### src/rtl/hazard_scoreboard.sv
// hazard_scoreboard: decode/execute hazard controller for the 5-stage core.
// Detects load-use hazards with a programmable bubble count, tracks one
// outstanding multi-cycle MDU result, applies taken-branch flushes and
// keeps a saturating count of stalled cycles. Control outputs are
// combinational from registered state plus the current-cycle inputs.
// LOAD_LAT must lie in 1..7 so that LOAD_LAT-1 fits the bubble counter.
module hazard_scoreboard #(
  parameter int REG_W    = 5,
  parameter int LOAD_LAT = 1,
  parameter int PERF_W   = 16
) (
  input  logic              clk,
  input  logic              rst,
  input  logic              id_ex_memRead,
  input  logic [REG_W-1:0]  id_ex_rd,
  input  logic [REG_W-1:0]  if_id_rs1,
  input  logic [REG_W-1:0]  if_id_rs2,
  input  logic              if_id_uses_rs1,
  input  logic              if_id_uses_rs2,
  input  logic              if_id_is_mdu,
  input  logic              mdu_start,
  input  logic [REG_W-1:0]  mdu_rd,
  input  logic              mdu_done,
  input  logic              ex_branch_taken,
  output logic              stall,
  output logic              pc_write,
  output logic              if_id_write,
  output logic              id_ex_flush,
  output logic              if_id_flush,
  output logic              mdu_busy,
  output logic [PERF_W-1:0] stall_cycles
);

  localparam int LU_W = 3;
  localparam logic [LU_W-1:0] LU_RELOAD = LU_W'(LOAD_LAT - 1);

  logic [LU_W-1:0]  lu_cnt;
  logic [LU_W-1:0]  lu_cnt_next;
  logic [REG_W-1:0] mdu_dst;

  logic hit_ex_rd;
  logic hit_mdu_dst;
  logic lu_new;
  logic lu_hold;
  logic mdu_block;
  logic mdu_raw;
  logic mdu_struct;
  logic hazard;

  // True when the ID instruction actually reads register r (x0 never matches).
  function automatic logic src_hit(
    input logic [REG_W-1:0] r,
    input logic [REG_W-1:0] rs1,
    input logic [REG_W-1:0] rs2,
    input logic             uses1,
    input logic             uses2
  );
    return (r != '0) && ((uses1 && (rs1 == r)) || (uses2 && (rs2 == r)));
  endfunction

  // Hazard detection from registered state and current-cycle inputs.
  always_comb begin
    hit_ex_rd   = src_hit(id_ex_rd, if_id_rs1, if_id_rs2, if_id_uses_rs1, if_id_uses_rs2);
    hit_mdu_dst = src_hit(mdu_dst,  if_id_rs1, if_id_rs2, if_id_uses_rs1, if_id_uses_rs2);
    lu_hold     = (lu_cnt != '0);
    lu_new      = !lu_hold && id_ex_memRead && hit_ex_rd;
    // mdu_done offers a bypass, so the MDU hazards release in the done cycle.
    mdu_block   = mdu_busy && !mdu_done;
    mdu_raw     = mdu_block && hit_mdu_dst;
    mdu_struct  = mdu_block && if_id_is_mdu;
    hazard      = lu_hold || lu_new || mdu_raw || mdu_struct;
  end

  // Pipeline control outputs; reset and taken branches override stalling.
  always_comb begin
    stall       = hazard && !ex_branch_taken && !rst;
    pc_write    = !stall;
    if_id_write = !stall;
    id_ex_flush = rst || stall || ex_branch_taken;
    if_id_flush = rst || ex_branch_taken;
  end

  // Load-use bubble counter next value: first hazard cycle reloads, then count down.
  always_comb begin
    lu_cnt_next = '0;
    if (ex_branch_taken) begin
      lu_cnt_next = '0;
    end else if (lu_hold) begin
      lu_cnt_next = lu_cnt - 1'b1;
    end else if (lu_new) begin
      lu_cnt_next = LU_RELOAD;
    end
  end

  // Load-use bubble counter register.
  always_ff @(posedge clk) begin
    if (rst) begin
      lu_cnt <= '0;
    end else begin
      lu_cnt <= lu_cnt_next;
    end
  end

  // MDU scoreboard: a start in the same cycle as a done takes precedence.
  always_ff @(posedge clk) begin
    if (rst) begin
      mdu_busy <= 1'b0;
      mdu_dst  <= '0;
    end else if (mdu_start) begin
      mdu_busy <= 1'b1;
      mdu_dst  <= mdu_rd;
    end else if (mdu_done) begin
      mdu_busy <= 1'b0;
    end
  end

  // Saturating stall-cycle performance counter.
  always_ff @(posedge clk) begin
    if (rst) begin
      stall_cycles <= '0;
    end else if (stall && (stall_cycles != '1)) begin
      stall_cycles <= stall_cycles + 1'b1;
    end
  end

endmodule
### config.mk
export PLATFORM = sky130hd
export DESIGN_NAME = hazard_scoreboard
export DESIGN_NICKNAME = d
export VERILOG_FILES = /design/src/rtl/hazard_scoreboard.sv
export SDC_FILE = /design/constraint.sdc
export NUM_CORES = 1
export LEC_CHECK = 0
export ABC_CLOCK_PERIOD_IN_PS = 4500
export BUFFER_PORTS_ARGS = -buffer_cell sky130_fd_sc_hd__buf_2
export CAP_MARGIN = 5
export CORE_MARGIN = 2
export CORE_UTILIZATION = 43
export DETAILED_ROUTE_END_ITERATION = 12
export GPL_TIMING_DRIVEN = 0
export PLACE_DENSITY_LB_ADDON = 0.2
export SKIP_LAST_GASP = 1
export SYNTH_ARGS = -nofsm -noshare
export SYNTH_HDL_FRONTEND = slang
export SYNTH_SLANG_ARGS = --single-unit
### constraint.sdc
create_clock -name clk -period 4.5 [get_ports clk]
set_input_delay 0.9 -clock clk [delete_from_list [all_inputs] [get_ports clk]]
set_output_delay 0.9 -clock clk [all_outputs]
set_load 0.05 [all_outputs]
Yosys cells after proc, flatten, opt, wreduce, memory -nomap -nowiden:

Cells that the tools add are included.

* flip-flop bits (word level): 25
* bits in latches: 0
* memory bits (writable): 0
* bits in read-only memories: 0
* output and inout bits: 22
* memories: 0

* add/sub/neg operators: 2
* multiply operators: 0
* divide/modulo/power cells: 0
* magnitude comparators: 0
* equal/unequal tests: 5
* shift-type cells: 0
* muxes and demuxes: 2
* bitwise logic cells: 1
* reductions and logical operators: 32

Operators with widths (number)
* 5-bit == test: 4
* 16-bit by 1-bit adder with 16-bit output (second input constant): 1
* 16-bit != test (second input constant): 1
* 1-bit logical AND: 14
* 5-bit nonzero test: 2
* 1-bit logical OR: 8
* 1-bit logical NOT: 5
* 3-bit nonzero test: 1
* 3-bit OR reduction: 1
* 3-bit by 1-bit subtractor with 3-bit output (second input constant): 1
* 1-bit 2-to-1 mux: 2
* 2-bit nonzero test: 1
* 1-bit NOT: 1

Longest topological paths before layout:

Gate-level depths: netlist of run 1.

* word-level depth: 12
* mapped depth: 8
* mapped depth without buffers: 7

Worst setup path before layout of run 1:

Ideal clock, no wire load.

* kind: input to output
* from: in id_ex_rd[0]
* to: out stall
* arrival time: 2691 ps
* path slack: 909 ps
* stages on the path: 6
* cell sequence: or4_1 > o21a_1 > a32oi_4 > nand2_1 > nand2_1 > inv_1

* word-level cells in the longest chain between the ends: 10

RTL lines
* from (decl): RTL line 15 `input logic [REG_W-1:0] id_ex_rd,`
* 5-bit == test: RTL line 58 `return (r != '0) && ((uses1 && (rs1 == r)) || (uses2 && (rs2 == r)));`
* 1-bit logical AND: RTL line 58
* 1-bit logical OR: RTL line 58
* 1-bit logical AND (*): RTL line 58
* 1-bit logical AND (*): RTL line 66 `lu_new = !lu_hold && id_ex_memRead && hit_ex_rd;`
* 1-bit logical OR (*) (3 in a row): RTL line 71 `hazard = lu_hold || lu_new || mdu_raw || mdu_struct;`
* 1-bit logical AND (*) (2 in a row): RTL line 76 `stall = hazard && !ex_branch_taken && !rst;`
* to (decl): RTL line 25 `output logic stall,`

Every way passes the cells marked *; elsewhere a longest branch is shown, timed or not.

Final worst setup path of run 1:

* from: in id_ex_rd[0]
* to: out pc_write

* word-level cells in the longest chain between the ends: 11

RTL lines
* 5-bit == test: RTL line 58
* 1-bit logical AND: RTL line 58
* 1-bit logical OR: RTL line 58
* 1-bit logical AND (*): RTL line 58
* 1-bit logical AND (*): RTL line 66
* 1-bit logical OR (*) (3 in a row): RTL line 71
* 1-bit logical AND (*) (2 in a row): RTL line 76
* 1-bit logical NOT (*): RTL line 77 `pc_write = !stall;`
* to (decl): RTL line 26 `output logic pc_write,`

Marked as above.

==> reports/results.tsv, run 1 <==
stage	metric	value	unit
timing	worstMarginPinSlew	455	ps
yosys	synth_top_cell_by_area	dfxtp_1	
floorplan	start_util	45.1	%
critical_path	cp.buffers_inverters	3	
route	wl	3290	um
worst_hold_path	hp-class	flip-flop to flip-flop	
power_and_ir_drop	p_leak	0.792	nW
worst_hold_path	min_path_cells	1	
yosys	synth_edf_count	0	
floorplan	placementRows	21	
global_route	grt_pass1_wl	5580	um
critical_path	slowest_stage	or4_1	
layout	fill_cells	372	
route	drc	0	
power_and_ir_drop	p_per_area	221	mW/mm2
critical_path	crit_required	3600	ps
clock_tree	cts_buffers	3	
timing	finalMaxSlewViolations	0	
critical_path	reg2regPathDepth	7	
global_route	gr-total-overflow	0	
floorplan	fp.dieH	63.1	um
yosys	synth_top_area_share	33.3	%
global_route	grt_usage	17.3	%
critical_path	worst-path-max-fanout	7	
timing	hold_viol_final	0	
power_and_ir_drop	irDropWorstVdd	0.118	mV
layout	fin_area	0.00184	mm2
clock_tree	cts_resized	0	
critical_path	reg2reg_from	stall_cycles[3]	
yosys	ys_ff_latch	25	
critical_path	r2r_end	stall_cycles[11]	
critical_path	cp.arrival	2600	ps
yosys	synthCells	174	
layout	regArea	500	um2
yosys	synth_ff_type	dfxtp_1	
route	dr.pass1.iters	3	
critical_path	startpoint_type	input port	
critical_path	path_class	input port to output pin	
clock_tree	htree_levels	1	
clock_tree	cts-root-buf	clkbuf_4	
global_route	grt_pass1_vias	1263	
layout	num_antenna_cells	0	
critical_path	startpoint	id_ex_rd[0]	
place	portBuffers	49	
clock_tree	cts.path.max_buffers	2	
timing	timing.fmax	286	MHz
yosys	syn-num-nets	206	
yosys	async_flop_share	0	%
timing	period_minus_slack	3500	ps
critical_path	critical-path-top-delay-family	simple AND/OR/NAND/NOR gates	
worst_hold_path	worstHoldEndpoint	lu_cnt[0]	
critical_path	max_stage_delay	510	ps
route	drtIter0Drc	21	
critical_path	cp_cell_sequence	buf_2 -> or4_1 -> o21a_1 -> a32oi_4 -> nand2_1 -> nand2_1 -> buf_4 -> buf_2	
floorplan	io_pins	51	
floorplan	die_width	63.1	um
layout	drive_gt1_share	26.9	%
worst_hold_path	holdCritStartpoint	lu_cnt[0]	
flow_run	drv_cap	0	
clock_tree	cts_tree	yes	
route	wl_per_cell	12.1	um
place	dpl-instance-area	0.00181	mm2
timing	setup_violations	0	
layout	fin_nets	260	
outcome	run_status	completed	
clock_tree	clk_latency	330	ps
critical_path	timing.reg2reg.setup_slack	2430	ps
yosys	yosysUniqueCellTypes	34	
clock_tree	cts_setup_buffers	0	
layout	layout_commonest_cell	buf_2	
yosys	synth_area	0.00150	mm2
critical_path	end_kind	output pin	
clock_tree	cts_hold_buf	0	
global_route	antenna_found_initial	0	
place	place_hpwl	2610	um
place	place.gp.congestion	0.772	
layout	area_growth	22.1	%
yosys	seq_area_frac_synth	33.3	%
timing	maxSlewHeadroom	69.6	%
yosys	ys_warn_count	0	
yosys	yosys-top-cells-area	dfxtp_1, xnor2_1, mux2i_1	
timing	rsz0062_at_grt	no	
layout	layout_common_cells	buf_2, dfxtp_1, xnor2_1	
power_and_ir_drop	finalPower	0.406	mW
route	routed_via_density	5.00	
clock_tree	cts_sinks	25	
floorplan	die_area	0.00399	mm2
timing	fin_worst_skew	3.25	ps
route	ant_nets	0	
route	vias	1364	
timing	finalCritPeriodShare	77.8	%
timing	tns	0	ps
floorplan	core_area	0.00334	mm2
critical_path	cp.depth	8	
layout	multiInputGateArea	928	um2
global_route	grt_max_degree	16	
yosys	synth.avg_cell_area	8.64	um2
clock_tree	clkTransAtPathRegs	140	ps
## layout make-up
type                       instances  area share [%]
multi-input combinational        132            50.5
tap                               46            3.13
sequential                        25            27.2
timing repair buffer              49            13.4
inverter                          10            2.04
buffer                             7            2.04
clock inverter                     1           0.409
clock buffer                       3            1.23
## state kept, by name, summed over array words and instances (netlist names)
signal / count
stall_cycles: 16
lu_cnt: 3
mdu_dst: 5
mdu_busy: 1
## metal layers
layer	vias to the layer above	part of all wire [%]	GRT usage, %	wire [um]
met3	5	6.0	3.39	197
li1	706	-	-	-
met4	0	1.3	6.39	42
met2	36	46	29.3	1510
met1	617	47	21.5	1550
met5	-	0	0	0
## power by group
part	internal (mW)	switching, mW	total [mW]	leakage, nW
Clock	0.0340	0.0709	0.105	0.0139
Combinational	0.0322	0.0392	0.0714	0.575
Sequential	0.225	0.00451	0.229	0.203
## worst max-delay path by stage
| stage | end | slack (ps) |
|---|---|---|
| after floorplan | stall | 910 |
| after global placement | pc_write | 1010 |
| after detailed placement | pc_write | 990 |
| after CTS | pc_write | 990 |
| after global routing | pc_write | 870 |
| final | pc_write | 1000 |
## cells in the mapped netlist (3+ instances only)
master / count
and3_1: 4
nor2_1: 22
nand2_1: 15
o21ai_0: 3
mux2i_1: 9
inv_1: 10
xnor2_1: 24
a21oi_1: 4
a2111oi_1: 3
dfxtp_1: 25
nand2b_1: 4
nor2b_1: 3
nand4_1: 9
ha_1: 3
clkbuf_1: 4
nand3_1: 7
## kinds of logic (layout without fill, tap and decap cells)
kind of cell	Yosys count	in the layout	synth area share, %
simple gates	70	70	22.3
compound gates	24	24	15.5
buf+inv	17	70	4.99
mux	11	11	7.49
xor+xnor	24	24	14.0
fa+ha+maj	3	3	2.50
flops	25	25	33.3
## per-stage QoR
stage	hold slack [ps]	instances	util [%]	worst slack (ps)
2_1_floorplan	391	174	-	909
3_3_place_gp	403	269	54.1	1010
3_5_place_dp	405	269	54.1	990
4_1_cts	424	273	55.0	988
5_1_grt	457	273	55.0	869
6_report	419	273	55.0	998
(Power assumes the default switching activity.)
==> run 2, diff against run 1 <==
--- a/config.mk
+++ b/config.mk
@@ -5,7 +5,7 @@
 export SDC_FILE = /design/constraint.sdc
 export NUM_CORES = 1
 export LEC_CHECK = 0
-export ABC_CLOCK_PERIOD_IN_PS = 4500
+export ABC_CLOCK_PERIOD_IN_PS = 2900
 export BUFFER_PORTS_ARGS = -buffer_cell sky130_fd_sc_hd__buf_2
 export CAP_MARGIN = 5
 export CORE_MARGIN = 2
==> constraint.sdc (replaced) <==
create_clock -name clk -period 2.9 [get_ports clk]
set_input_delay 0.58 -clock clk [delete_from_list [all_inputs] [get_ports clk]]
set_output_delay 0.58 -clock clk [all_outputs]
set_load 0.05 [all_outputs]
==> run 2 against run 1 <==
Against the previous run: first-iteration DRC count rose by 86%; clock skew rose by 2.3 ps; power rose by 54%; flip-flop and latch count did not move; final cell count rose by 0.73%; register-to-register slack got worse by 1600 ps; core utilization rose by 0.45 points; non-clock buffer count rose by 2; largest power group unchanged.
==> reports/results.tsv, run 2 (same netlist as run 1, synthesis figures left out) <==
stage	metric	value	unit	change
global_route	top_usage_layer	met2		unchanged
flow_run	drv_cap	0		unchanged
global_route	grt_usage	16.1	%	was 17.3%
critical_path	crit_top_cell	buf_2		
timing	finalMaxSlewViolations	0		unchanged
critical_path	path_class	input port to output pin		unchanged
global_route	gr-total-overflow	0		unchanged
timing	timing.fmax	358	MHz	
global_route	grt_pass1_vias	1173		was 1263
clock_tree	htree_levels	1		unchanged
worst_hold_path	hp-class	flip-flop to flip-flop		unchanged
route	wl_per_cell	11.6	um	was 12.1 um
critical_path	worst-path-max-fanout	4		was 7
layout	largest_reg_flops	16		unchanged
floorplan	placementRows	21		unchanged
global_route	antenna_found_initial	0		unchanged
timing	tns	0	ps	unchanged
layout	reg_top3	stall_cycles: 16 flops, mdu_dst: 5 flops, lu_cnt: 3 flops		unchanged
critical_path	critical-path-top-delay-family	simple AND/OR/NAND/NOR gates		unchanged
route	vias	1346		was 1364
route	wl	3190	um	was 3290 um
clock_tree	cts_sinks	25		unchanged
critical_path	startpoint_type	input port		unchanged
critical_path	max_stage_delay	510	ps	about the same
critical_path	reg2regPathDepth	8		was 7
layout	layout_common_cells	buf_2, dfxtp_1, xnor2_1		unchanged
place	pre_cts_slack	46.6	ps	was 990 ps
clock_tree	clk_latency	320	ps	was 330 ps
layout	layout_commonest_cell	buf_2		unchanged
timing	finalCritPeriodShare	96.3	%	
route	drtIter0Drc	39		was 21
layout	finish.utilization	55.5	%	was 55.0%
layout	num_antenna_cells	0		unchanged
critical_path	slowest_stage	or4_1		unchanged
floorplan	start_util	45.1	%	unchanged
clock_tree	clkTransAtPathRegs	140	ps	about the same
timing	setup_violations	0		unchanged
route	drc	0		unchanged
clock_tree	cts-root-buf	clkbuf_4		unchanged
place	place.gp.congestion	0.792		was 0.772
critical_path	cp.depth	8		unchanged
layout	drive_gt1_share	27.9	%	was 26.9%
clock_tree	cts_buffers	3		unchanged
floorplan	core_area	0.00334	mm2	unchanged
critical_path	end_kind	output pin		unchanged
outcome	run_status	completed		unchanged
place	portBuffers	49		unchanged
global_route	gr-usage-met3	3.04	%	was 3.39%
timing	rsz0062_at_grt	no		unchanged
clock_tree	cts.path.max_buffers	2		unchanged
timing	maxSlewHeadroom	68.0	%	was 69.6%
timing	worstMarginPinSlew	480	ps	was 455 ps
floorplan	io_pins	51		unchanged
floorplan	die_area	0.00399	mm2	unchanged
layout	area_growth	23.1	%	was 22.1%
floorplan	die_width	63.1	um	unchanged
clock_tree	cts_tree	yes		unchanged
power_and_ir_drop	p_leak	0.805	nW	was 0.792 nW
power_and_ir_drop	irDropWorstVdd	0.200	mV	was 0.118 mV
global_route	globalRouteMet1Util	21.2	%	was 21.5%
critical_path	timing.reg2reg.setup_slack	840	ps	was 2430 ps
floorplan	fp.dieH	63.1	um	unchanged
critical_path	cp_cell_sequence	buf_2 -> or4_1 -> o21a_1 -> a32oi_4 -> nand2_1 -> nand2_2 -> buf_4 -> buf_2		was buf_2 -> or4_1 -> o21a_1 -> a32oi_4 -> nand2_1 -> nand2_1 -> buf_4 -> buf_2
global_route	grt_pass1_wl	5230	um	was 5580 um
route	ant_nets	0		unchanged
route	routed_via_density	4.89		was 5.00
timing	setup_ws	107	ps	was 998 ps
place	place_hpwl	2510	um	was 2610 um
layout	fin_nets	262		was 260
global_route	use_met2	26.6	%	was 29.3%
timing	period_minus_slack	2790	ps	
worst_hold_path	min_path_cells	1		unchanged
layout	top_register	stall_cycles		unchanged
critical_path	cp.arrival	2210	ps	was 2600 ps
critical_path	crit_required	2320	ps	was 3600 ps
timing	whs	421	ps	was 419 ps
critical_path	cp.buffers_inverters	3		unchanged
clock_tree	cts_resized	0		unchanged
timing	fin_worst_skew	5.51	ps	was 3.25 ps
global_route	grt_max_degree	15		was 16
timing	hold_viol_final	0		unchanged
power_and_ir_drop	p_per_area	337	mW/mm2	was 221 mW/mm2
route	dr.pass1.iters	4		was 3
[run 2: metrics by stage]
step                      cells  total power, mW  instance area, um2
after detailed placement    269            0.474                1810
after floorplan             174            0.434                1510
after CTS                   273            0.631                1840
after global routing        275            0.657                1850
after global placement      269            0.473                1810
final                       275            0.624                1850
[run 2: power breakdown]
group          switching, mW  leakage [nW]  internal (mW)
combinational         0.0609         0.584         0.0507
sequential           0.00637         0.203          0.349
clock                  0.106        0.0177         0.0516
[run 2: what timing repair did]
item,in CTS,in global routing
setup buffers,0,2
setup endpoints to repair,0,1
hold buffers,0,0
[run 2: layout make-up]
type / instances / area, um2
inverter: 10 / 37.5
multi-input combinational: 132 / 931
tap: 46 / 57.6
clock buffer: 3 / 22.5
clock inverter: 1 / 5.00
fill: 333 / 1490
timing repair buffer: 51 / 260
buffer: 7 / 37.5
sequential: 25 / 500
[run 2: path summary, 6_finish.rpt]
check | from | endpoint
setup / recovery | id_ex_rd[0] | pc_write
hold / removal | lu_cnt[0] | lu_cnt[0]
setup reg to reg | mdu_dst[1] | stall_cycles[14]
hold reg to reg | lu_cnt[0] | lu_cnt[0]
[run 2: metal layers]
metal  wire (um)  share of wire, %
met5           0                 0
met4          34               1.1
met1        1530                48
met2        1400                44
met3         229               7.2
